$ cat config.mk
export PLATFORM = sky130hd
export DESIGN_NAME = beta_instr_issuer
export DESIGN_NICKNAME = d
export VERILOG_FILES = /design/src/rtl/beta_instr_issuer_pkg.sv /design/src/rtl/beta_instr_issuer_fifo.sv /design/src/rtl/beta_instr_issuer.sv
export SDC_FILE = /design/constraint.sdc
export NUM_CORES = 1
export LEC_CHECK = 0
export ABC_CLOCK_PERIOD_IN_PS = 2720
export CORE_AREA = 8 8 180 182
export CTS_CLUSTER_DIAMETER = 60
export CTS_CLUSTER_SIZE = 28
export DETAILED_ROUTE_END_ITERATION = 8
export DIE_AREA = 0 0 188 190
export GPL_TIMING_DRIVEN = 1
export HOLD_SLACK_MARGIN = 0.08
export PLACE_DENSITY = 0.49
export SYNTH_ARGS = -nofsm -noshare
export SYNTH_HDL_FRONTEND = slang
export SYNTH_SLANG_ARGS = --single-unit
$ cat constraint.sdc
create_clock -name CLK -period 2.72 [get_ports CLK]
set_clock_uncertainty 0.1 [all_clocks]
set_input_delay 0.544 -clock CLK [delete_from_list [all_inputs] [get_ports CLK]]
set_output_delay 0.544 -clock CLK [all_outputs]
set_load 0.05 [all_outputs]
$ cat src/rtl/beta_instr_issuer_pkg.sv
// Shared definitions for the Beta instruction issuer: opcode classes,
// well-known opcodes/instructions, FIFO states and the field encoder.
package beta_instr_issuer_pkg;

  localparam logic [5:0]  OP_ST     = 6'h19;
  // ADDC R31,R31,0 -- architecturally a no-op
  localparam logic [31:0] NOP_INSTR = 32'hC3FF0000;

  typedef enum logic [1:0] {
    CLS_ILLEGAL = 2'b00,
    CLS_MEM     = 2'b01,
    CLS_REG     = 2'b10,
    CLS_LIT     = 2'b11
  } op_class_e;

  typedef enum logic [1:0] {
    ST_EMPTY,
    ST_ACTIVE,
    ST_FULL
  } fifo_state_e;

  typedef struct packed {
    logic        illegal;
    logic [31:0] word;
  } enc_t;

  // Packs decoded fields into a Beta instruction word; class 00 is illegal.
  function automatic enc_t encode_instr(input logic [5:0]  opcode,
                                        input logic [4:0]  src1,
                                        input logic [4:0]  src2,
                                        input logic [4:0]  dest,
                                        input logic [15:0] lit);
    enc_t r;
    r.illegal = 1'b0;
    r.word    = '0;
    case (op_class_e'(opcode[5:4]))
      CLS_REG: r.word = {opcode, src1, src2, dest, 11'b0};
      CLS_LIT: r.word = {opcode, src1, dest, lit};
      CLS_MEM: begin
        if (opcode == OP_ST) r.word = {opcode, src1, dest, lit};
        else                 r.word = {opcode, dest, src1, lit};
      end
      default: r.illegal = 1'b1;
    endcase
    return r;
  endfunction

endpackage

$ cat src/rtl/beta_instr_issuer_fifo.sv
// Instruction buffer: DEPTH x WIDTH FIFO with flush, occupancy and an
// EMPTY/ACTIVE/FULL state machine from which full/empty are decoded.
module beta_issue_fifo
  import beta_instr_issuer_pkg::*;
#(
  parameter int DEPTH = 4,
  parameter int WIDTH = 32
) (
  input  logic                         clk,
  input  logic                         rst,
  input  logic                         push,
  input  logic                         pop,
  input  logic                         flush,
  input  logic [WIDTH-1:0]             din,
  output logic [WIDTH-1:0]             head,
  output logic                         full,
  output logic                         empty,
  output logic [$clog2(DEPTH+1)-1:0]   level
);

  localparam int PTR_W = $clog2(DEPTH);
  localparam int LVL_W = $clog2(DEPTH+1);

  logic [WIDTH-1:0] mem [DEPTH];
  fifo_state_e      state, state_next;
  logic [PTR_W-1:0] wr_ptr, wr_ptr_next, rd_ptr, rd_ptr_next;
  logic [LVL_W-1:0] count, count_next;
  logic             wr_en, rd_en;

  assign full  = (state == ST_FULL);
  assign empty = (state == ST_EMPTY);
  assign level = count;
  assign head  = mem[rd_ptr];

  // State, pointer and occupancy registers
  always_ff @(posedge clk or posedge rst) begin
    if (rst) begin
      state  <= ST_EMPTY;
      wr_ptr <= '0;
      rd_ptr <= '0;
      count  <= '0;
    end else begin
      state  <= state_next;
      wr_ptr <= wr_ptr_next;
      rd_ptr <= rd_ptr_next;
      count  <= count_next;
    end
  end

  // Storage array; contents need no reset since reads are qualified by state
  always_ff @(posedge clk) begin
    if (wr_en) mem[wr_ptr] <= din;
  end

  // Next-state logic; flush overrides any push/pop in the same cycle
  always_comb begin
    wr_en       = push && !full && !flush;
    rd_en       = pop && !empty && !flush;
    wr_ptr_next = wr_ptr;
    rd_ptr_next = rd_ptr;
    count_next  = count;
    state_next  = state;
    if (flush) begin
      wr_ptr_next = '0;
      rd_ptr_next = '0;
      count_next  = '0;
      state_next  = ST_EMPTY;
    end else begin
      if (wr_en) wr_ptr_next = wr_ptr + PTR_W'(1);
      if (rd_en) rd_ptr_next = rd_ptr + PTR_W'(1);
      if (wr_en && !rd_en)      count_next = count + LVL_W'(1);
      else if (!wr_en && rd_en) count_next = count - LVL_W'(1);
      case (state)
        ST_EMPTY:  if (wr_en) state_next = ST_ACTIVE;
        ST_ACTIVE: begin
          if (count_next == LVL_W'(DEPTH)) state_next = ST_FULL;
          else if (count_next == '0)       state_next = ST_EMPTY;
        end
        ST_FULL:   if (rd_en) state_next = ST_ACTIVE;
        default:   state_next = ST_EMPTY;
      endcase
    end
  end

endmodule

$ cat src/rtl/beta_instr_issuer.sv
// Beta instruction issuer: encodes requested fields into instruction words,
// buffers them and presents them on INSTR with a valid/ready handshake.
// Illegal-class requests are dropped and counted.
// Optional: define BETA_ISSUE_NOP_FILL_EN to drive NOP_INSTR on INSTR while
// idle; otherwise INSTR holds the last presented word (0 after reset).
module beta_instr_issuer
  import beta_instr_issuer_pkg::*;
#(
  parameter int DEPTH     = 4,
  parameter int ERR_CNT_W = 8
) (
  input  logic                       CLK,
  input  logic                       RST,
  input  logic                       req_valid,
  output logic                       req_ready,
  input  logic [5:0]                 req_opcode,
  input  logic [4:0]                 req_src1,
  input  logic [4:0]                 req_src2,
  input  logic [4:0]                 req_dest,
  input  logic [15:0]                req_lit,
  input  logic                       flush,
  output logic [31:0]                INSTR,
  output logic                       INSTR_VALID,
  input  logic                       INSTR_READY,
  output logic                       err_illegal,
  output logic [ERR_CNT_W-1:0]       err_cnt,
  output logic [$clog2(DEPTH+1)-1:0] level
);

  enc_t        enc;
  logic        accept, push, pop, reject;
  logic        full, empty;
  logic [31:0] head;

  // Encode the presented request
  always_comb begin
    enc    = encode_instr(req_opcode, req_src1, req_src2, req_dest, req_lit);
    accept = req_valid && req_ready;
    push   = accept && !enc.illegal && !flush;
    reject = accept && enc.illegal && !flush;
    pop    = INSTR_VALID && INSTR_READY && !flush;
  end

  assign req_ready   = !full;
  assign INSTR_VALID = !empty;

  beta_issue_fifo #(
    .DEPTH (DEPTH),
    .WIDTH (32)
  ) u_fifo (
    .clk   (CLK),
    .rst   (RST),
    .push  (push),
    .pop   (pop),
    .flush (flush),
    .din   (enc.word),
    .head  (head),
    .full  (full),
    .empty (empty),
    .level (level)
  );

  // Rejected-request pulse and saturating counter
  always_ff @(posedge CLK or posedge RST) begin
    if (RST) begin
      err_illegal <= 1'b0;
      err_cnt     <= '0;
    end else begin
      err_illegal <= reject;
      if (reject && (err_cnt != '1)) err_cnt <= err_cnt + ERR_CNT_W'(1);
    end
  end

`ifdef BETA_ISSUE_NOP_FILL_EN
  assign INSTR = INSTR_VALID ? head : NOP_INSTR;
`else
  logic [31:0] last_word;

  // Remember the word on INSTR so it persists once the FIFO drains
  always_ff @(posedge CLK or posedge RST) begin
    if (RST)              last_word <= '0;
    else if (INSTR_VALID) last_word <= head;
  end

  assign INSTR = INSTR_VALID ? head : last_word;
`endif

endmodule
==> results of run 1 <==
## worst paths after layout
path                            slack, ns  depth (start not counted)                           end                         start
worst max-delay path                 0.02                          4                     INSTR[19]  u_fifo.rd_ptr[0]$_DFFE_PP0P_
worst min-delay path                 0.40                          1        err_cnt[4]$_DFFE_PP0P_        err_cnt[4]$_DFFE_PP0P_
worst max register to register       0.67                          7   u_fifo.state[1]$_DFFE_PP0P_   u_fifo.state[0]$_DFFE_PP0P_
worst min register to register       0.40                          1        err_cnt[4]$_DFFE_PP0P_        err_cnt[4]$_DFFE_PP0P_
max in group asynchronous            1.84                          3  u_fifo.rd_ptr[1]$_DFFE_PP0P_                           RST
min in group asynchronous            0.42                          3        last_word[0]$_DFF_PP0_                           RST
## layout make-up
cell class	instances	area, um2
multi-input cells	188	2150
repair buffers	110	1200
clock buffers	18	439
flip-flops and latches	178	5100
clock inverters	14	201
fillers	2831	19800
inverters	8	30.0
well taps	390	488
## worst reg2reg max path: cells and delay by family, from the launching register on
family / cells / cell delay [ns]
compound gates: 3 / 0.54
buf+inv: 1 / 0.19
flops: 1 / 0.47
simple gates: 3 / 0.61
## routing by layer
layer / vias to the layer above / part of all wire, % / GRT usage, %
met1: 1956 / 47 / 11.8
met3: 17 / 4.0 / 2.44
met5: - / 0 / 0
li1: 1764 / - / -
met2: 96 / 48 / 15.3
met4: 0 / 1.4 / 3.09
## cell families (layout without fill, tap and decap cells)
| logic type | count (synthesis) | after routing |
|---|---|---|
| adder cells (fa/ha/maj) | 7 | 7 |
| buffers and inverters | 31 | 150 |
| AO/OA/AOI/OAI | 35 | 35 |
| flip-flops | 178 | 178 |
| AND/OR/NAND/NOR | 60 | 60 |
| multiplexers | 74 | 74 |
| XOR/XNOR | 12 | 12 |
## state kept, by name (all words and copies together) (netlist names)
name           count
u_fifo.mem       128
err_illegal        1
last_word         32
err_cnt            8
u_fifo.state       2
u_fifo.rd_ptr      2
u_fifo.level       3
u_fifo.wr_ptr      2
## metrics by stage
step	setup TNS (ns)	std cells
floorplan	0	397
global placement	0	873
detailed placement	0	873
CTS	-0.797	907
global route	-0.777	906
finish	0	906
## power by group
part	leakage (nW)	switching (mW)	internal, mW
sequential	1.79	0.104	3.18
combinational	1.42	1.22	0.828
clock	0.308	1.04	1.58
## cells in the final DEF, fill, tap and decap left out, types with 3 or more instances in the layout
master	instances
edfxtp_1	128
clkdlybuf4s50_1	54
dfrtp_1	48
mux4_2	32
buf_6	32
mux2_4	26
a22o_1	25
clkbuf_16	17
mux2_2	13
buf_4	13
and2_1	11
nand2_1	9
buf_12	9
nor2_1	8
inv_1	7
xnor2_1	7
ha_1	7
xor2_1	5
nor3_1	4
nand3_1	4
and2b_1	4
and2_2	4
inv_6	4
bufinv_16	4
mux2i_1	3
clkinv_4	3
## what timing repair did
action                                  in CTS  in global routing
endpoints found under the setup margin      32                 32
gates resized for setup                     31                 34
gates cloned                                 1                  0
setup buffers                                1                  0
==> summary.txt, run 1 <==
outcome: complete, no violations
initial antenna violation count: 0
largest family of logic cells by synthesized area: multiplexers
HPWL Detailed: 11100 um
DRT Pass-1 Iters: 4
Slew headroom: 62.7%
nets: 552
Max-Cap Viols: 0
CTS H-tree lvls: 4
Worst Setup Start Kind: flop
Core Region: 29400 um2
unrepaired setup endpoints after global routing: yes
post-synthesis xor/xnor area fraction: 1.45%
Final Instance Area: 9610 um2
Max Freq: 370 MHz
CTS Hold Bufs: 0
final-report hold violation count: 0
DRC: 0
Synth Cell Area: 7270 um2
asr flop ratio synth: 28.1%
starting density of the core: 24.7%
most common cell in the netlist: edfxtp_1
Synth Warn #: 0
CP max stage delay: 0.55 ns
GRT Residual Overflow: 0
Post-synth EDFFs: 128
critical path type: reg -> out
slew at the pin closest to its max-slew limit: 0.558 ns
Syn Inst Count: 397
pin count of the biggest net entering global routing: 51
placed cell areas: 8700 um2
syn avg cell area: 18.3 um2
pwr dens: 827 nW/um2
number of global-route vias before repair: 4176
Hold Path Class: reg -> reg
Clk Tree Root Cell: clkbuf_16
clock sinks: 178
Post-synth top cells: 128 x edfxtp_1, 50 x dfrtp_1, 39 x mux2_2, 32 x mux4_2, 25 x a22o_1
die height: 190 um
top cell type by total area after synthesis: edfxtp_1
CP top delay family: multiplexers
floorplan die width: 188 um
Synth Area in Simple Gates: 4.87%
CTS tree: yes
Leakage: 3.52 nW
top-area cell type share of the netlist area: 52.9%
Synth cell types: 40
hold slack: 0.396 ns
final setup fails: 0
CP cell instances: buf_12 -> mux4_2 -> mux2_4 -> buf_6
utilization after layout: 32.7%
WL per Instance: 17.8 um
clk_lat worst skew: 0.42 ns
Inserted Clock Buffers: 17
via/cell ratio: 4.23
Power, Total: 7.95 mW
vias after detailed routing: 3833
Global Route Usage Sum: 9.32%
VDD IR max: 0.000464 V
IO buf count: 87
DRT antenna net count: 0
Most used DFF post-synth: edfxtp_1
post-synthesis mux area share: 16.4%
post-layout min period: 2.70 ns
Synth Register Bits: 178
final worst slack: 0.0152 ns
ant diodes: 0
Critical Path Slowest Stage Cell: mux4_2
CP Buf/Inv Count: 2
final worst-path cycle share: 99.4%
share of the yosys chip area belonging to registers: 70.1%
Routed Wire Length: 16200 um
DP Worst Slack: 0.0613 ns
post-synth net total: 446
site row count: 63
compound-cell area share of the yosys netlist: 4.06%
global placer's final weighted congestion: 0.702
ranking of synthesized cells by area: edfxtp_1 53%, dfrtp_1 17%, mux4_2 9.9%
die area: 35700 um2
first-pass GRT wire length: 25200 um
I/O pin total: 88
Worst-path clk slew: 0.06 ns
Crit path arrival time: 2.06 ns
adder-cell share of the synthesized area: 1.20%
Clock Tree Buf Depth: 2
CP Max Fanout: 12
Area Overhead vs Synth: 32.1%
CP required: 2.08 ns
Final Max Tran Viols: 0
1st-iter DRT viols: 228
share of post-route cells with drive strength above 1: 33.1%
CP Capture Type: primary output
Note: power is estimated with default switching activity, not from simulation.
==> run 2, diff against run 1 <==
--- a/config.mk
+++ b/config.mk
@@ -6,14 +6,13 @@
 export NUM_CORES = 1
 export LEC_CHECK = 0
 export ABC_CLOCK_PERIOD_IN_PS = 2720
-export CORE_AREA = 8 8 180 182
+export CORE_AREA = 5 5 177 179
 export CTS_CLUSTER_DIAMETER = 60
 export CTS_CLUSTER_SIZE = 28
 export DETAILED_ROUTE_END_ITERATION = 8
-export DIE_AREA = 0 0 188 190
+export DIE_AREA = 0 0 182 184
 export GPL_TIMING_DRIVEN = 1
 export HOLD_SLACK_MARGIN = 0.08
-export PLACE_DENSITY = 0.49
 export SYNTH_ARGS = -nofsm -noshare
 export SYNTH_HDL_FRONTEND = slang
 export SYNTH_SLANG_ARGS = --single-unit
==> constraint.sdc (replaced) <==
create_clock -name CLK -period 2.72 [get_ports CLK]
set_clock_uncertainty 0.1 [all_clocks]
set_input_delay 0.408 -clock CLK [delete_from_list [all_inputs] [get_ports CLK]]
set_output_delay 0.408 -clock CLK [all_outputs]
set_load 0.05 [all_outputs]
==> summary.txt, run 2 (same netlist as run 1, synthesis figures left out) <==
max reg flops: 128
Slew headroom: 61.4%
die area: 33500 um2
combinational group share of total power: 24.4%
CP cell instances: buf_12 -> mux4_2 -> mux2_2 -> buf_4
DRT Pass-1 Iters: 4
starting density of the core: 24.7%
hold slack: 0.118 ns
global placer's final weighted congestion: 0.729
first-pass GRT wire length: 24200 um
most common cell after layout, fill and taps aside: edfxtp_1
CP Capture Type: primary output
final worst-path cycle share: 95.9%
post-layout min period: 2.61 ns
via/cell ratio: 4.27
Hold Path Class: in -> async
utilization after layout: 31.4%
number of global-route vias before repair: 4055
Leakage: 3.27 nW
share of post-route cells with drive strength above 1: 31.6%
DRC: 0
floorplan die width: 182 um
initial antenna violation count: 0
Inserted Clock Buffers: 17
Clk Tree Root Cell: clkbuf_16
most frequent cells in the layout: 128 x edfxtp_1, 55 x clkdlybuf4s50_1, 48 x dfrtp_1
outcome: complete, no violations
CTS resizes: 0
pwr dens: 802 nW/um2
Max-Cap Viols: 0
VDD IR max: 0.000544 V
1st-iter DRT viols: 184
IO buf count: 87
HPWL Detailed: 10600 um
CP Max Fanout: 18
nets: 546
net load switching power: 2.32 mW
CP required: 2.21 ns
vias after detailed routing: 3839
Clock Tree Buf Depth: 2
WL per Instance: 17.2 um
fillers: 2846
Reg with most FFs: u_fifo.mem
Final Max Tran Viols: 0
CTS tree: yes
Clock power frac: 31.4%
Global Route Usage Sum: 9.54%
P_int: 5.09 mW
DRT antenna net count: 0
CTS Hold Bufs: 0
clk_lat worst skew: 0.42 ns
ant diodes: 0
clock sinks: 178
I/O pin total: 88
CTS H-tree lvls: 4
Post-CTS Setup Repair Bufs: 0
Core Region: 29400 um2
Crit path arrival time: 2.10 ns
Area Overhead vs Synth: 27.0%
Worst Setup Start Kind: flop
pin count of the biggest net entering global routing: 37
Critical Path Slowest Stage Cell: mux4_2
slew at the pin closest to its max-slew limit: 0.577 ns
Max Freq: 383 MHz
Regs by FF count: u_fifo.mem (128), last_word (32), err_cnt (8)
Worst-path clk slew: 0.07 ns
Reg power frac: 44.2%
final setup fails: 0
die height: 184 um
GRT Residual Overflow: 0
R2R Setup Slk: 0.53 ns
critical path type: reg -> out
final-report hold violation count: 0
site row count: 63
unrepaired setup endpoints after global routing: no
Routed Wire Length: 15500 um
CP max stage delay: 0.52 ns
sw frac: 31.3%
setup_tns: 0 ns
==> run 2: worst paths after layout <==
| kind | cells past startpoint | from | to |
|---|---|---|---|
| worst min-delay path | 2 | RST | err_cnt[4]$_DFFE_PP0P_ |
| max in group asynchronous | 3 | RST | u_fifo.rd_ptr[1]$_DFFE_PP0P_ |
| worst min register to register | 1 | last_word[31]$_DFF_PP0_ | last_word[31]$_DFF_PP0_ |
| worst max-delay path | 4 | u_fifo.rd_ptr[0]$_DFFE_PP0P_ | INSTR[16] |
| worst max register to register | 6 | u_fifo.state[0]$_DFFE_PP0P_ | u_fifo.state[1]$_DFFE_PP0P_ |
| min in group CLK | 1 | last_word[31]$_DFF_PP0_ | last_word[31]$_DFF_PP0_ |
==> run 2: power by group through the flow <==
stage               registers (mW)  clock network (mW)  logic (mW)
finish                        3.27                2.33        1.81
global route                  3.30                2.51        1.92
CTS                           3.28                2.40        1.85
detailed placement            3.33                   0        1.85
global placement              3.32                   0        1.83
floorplan                     3.43                   0        1.13
==> run 2: area by class of cell <==
| cell class | instances | area (um2) | area share (%) |
|---|---|---|---|
| Clock buffer | 20 | 437 | 4.73 |
| Inverter | 8 | 30.0 | 0.325 |
| Timing Repair Buffer | 104 | 1010 | 10.9 |
| Sequential cell | 178 | 5100 | 55.2 |
| Clock inverter | 12 | 125 | 1.36 |
| Tap cell | 390 | 488 | 5.28 |
| Multi-Input combinational cell | 188 | 2050 | 22.2 |
==> run 2: worst max-delay path: cells and delay by family (launching register included) <==
family / cells / cell delay [ns]
buffers and inverters: 2 / 0.41
DFF: 1 / 0.42
muxes: 2 / 0.83
==> run 2: routing by layer <==
layer / share of wire (%) / GRT usage [%] / up-vias / wire length [um]
li1: - / - / 1749 / -
met1: 45 / 12.1 / 1989 / 6940
met2: 50 / 15.9 / 86 / 7710
met3: 4.4 / 2.87 / 15 / 687
met4: 1.1 / 2.67 / 0 / 178
met5: 0 / 0 / - / 0
==> run 2: through the flow <==
step                total power, mW  instance area, um2  setup WS [ns]  cells
global route                   7.73                9230         0.0192    900
CTS                            7.53                9230         0.0557    900
global placement               5.15                8670          0.172    868
detailed placement             5.18                8670          0.157    868
finish                         7.41                9230          0.112    900
floorplan                      4.56                7270          0.222    397
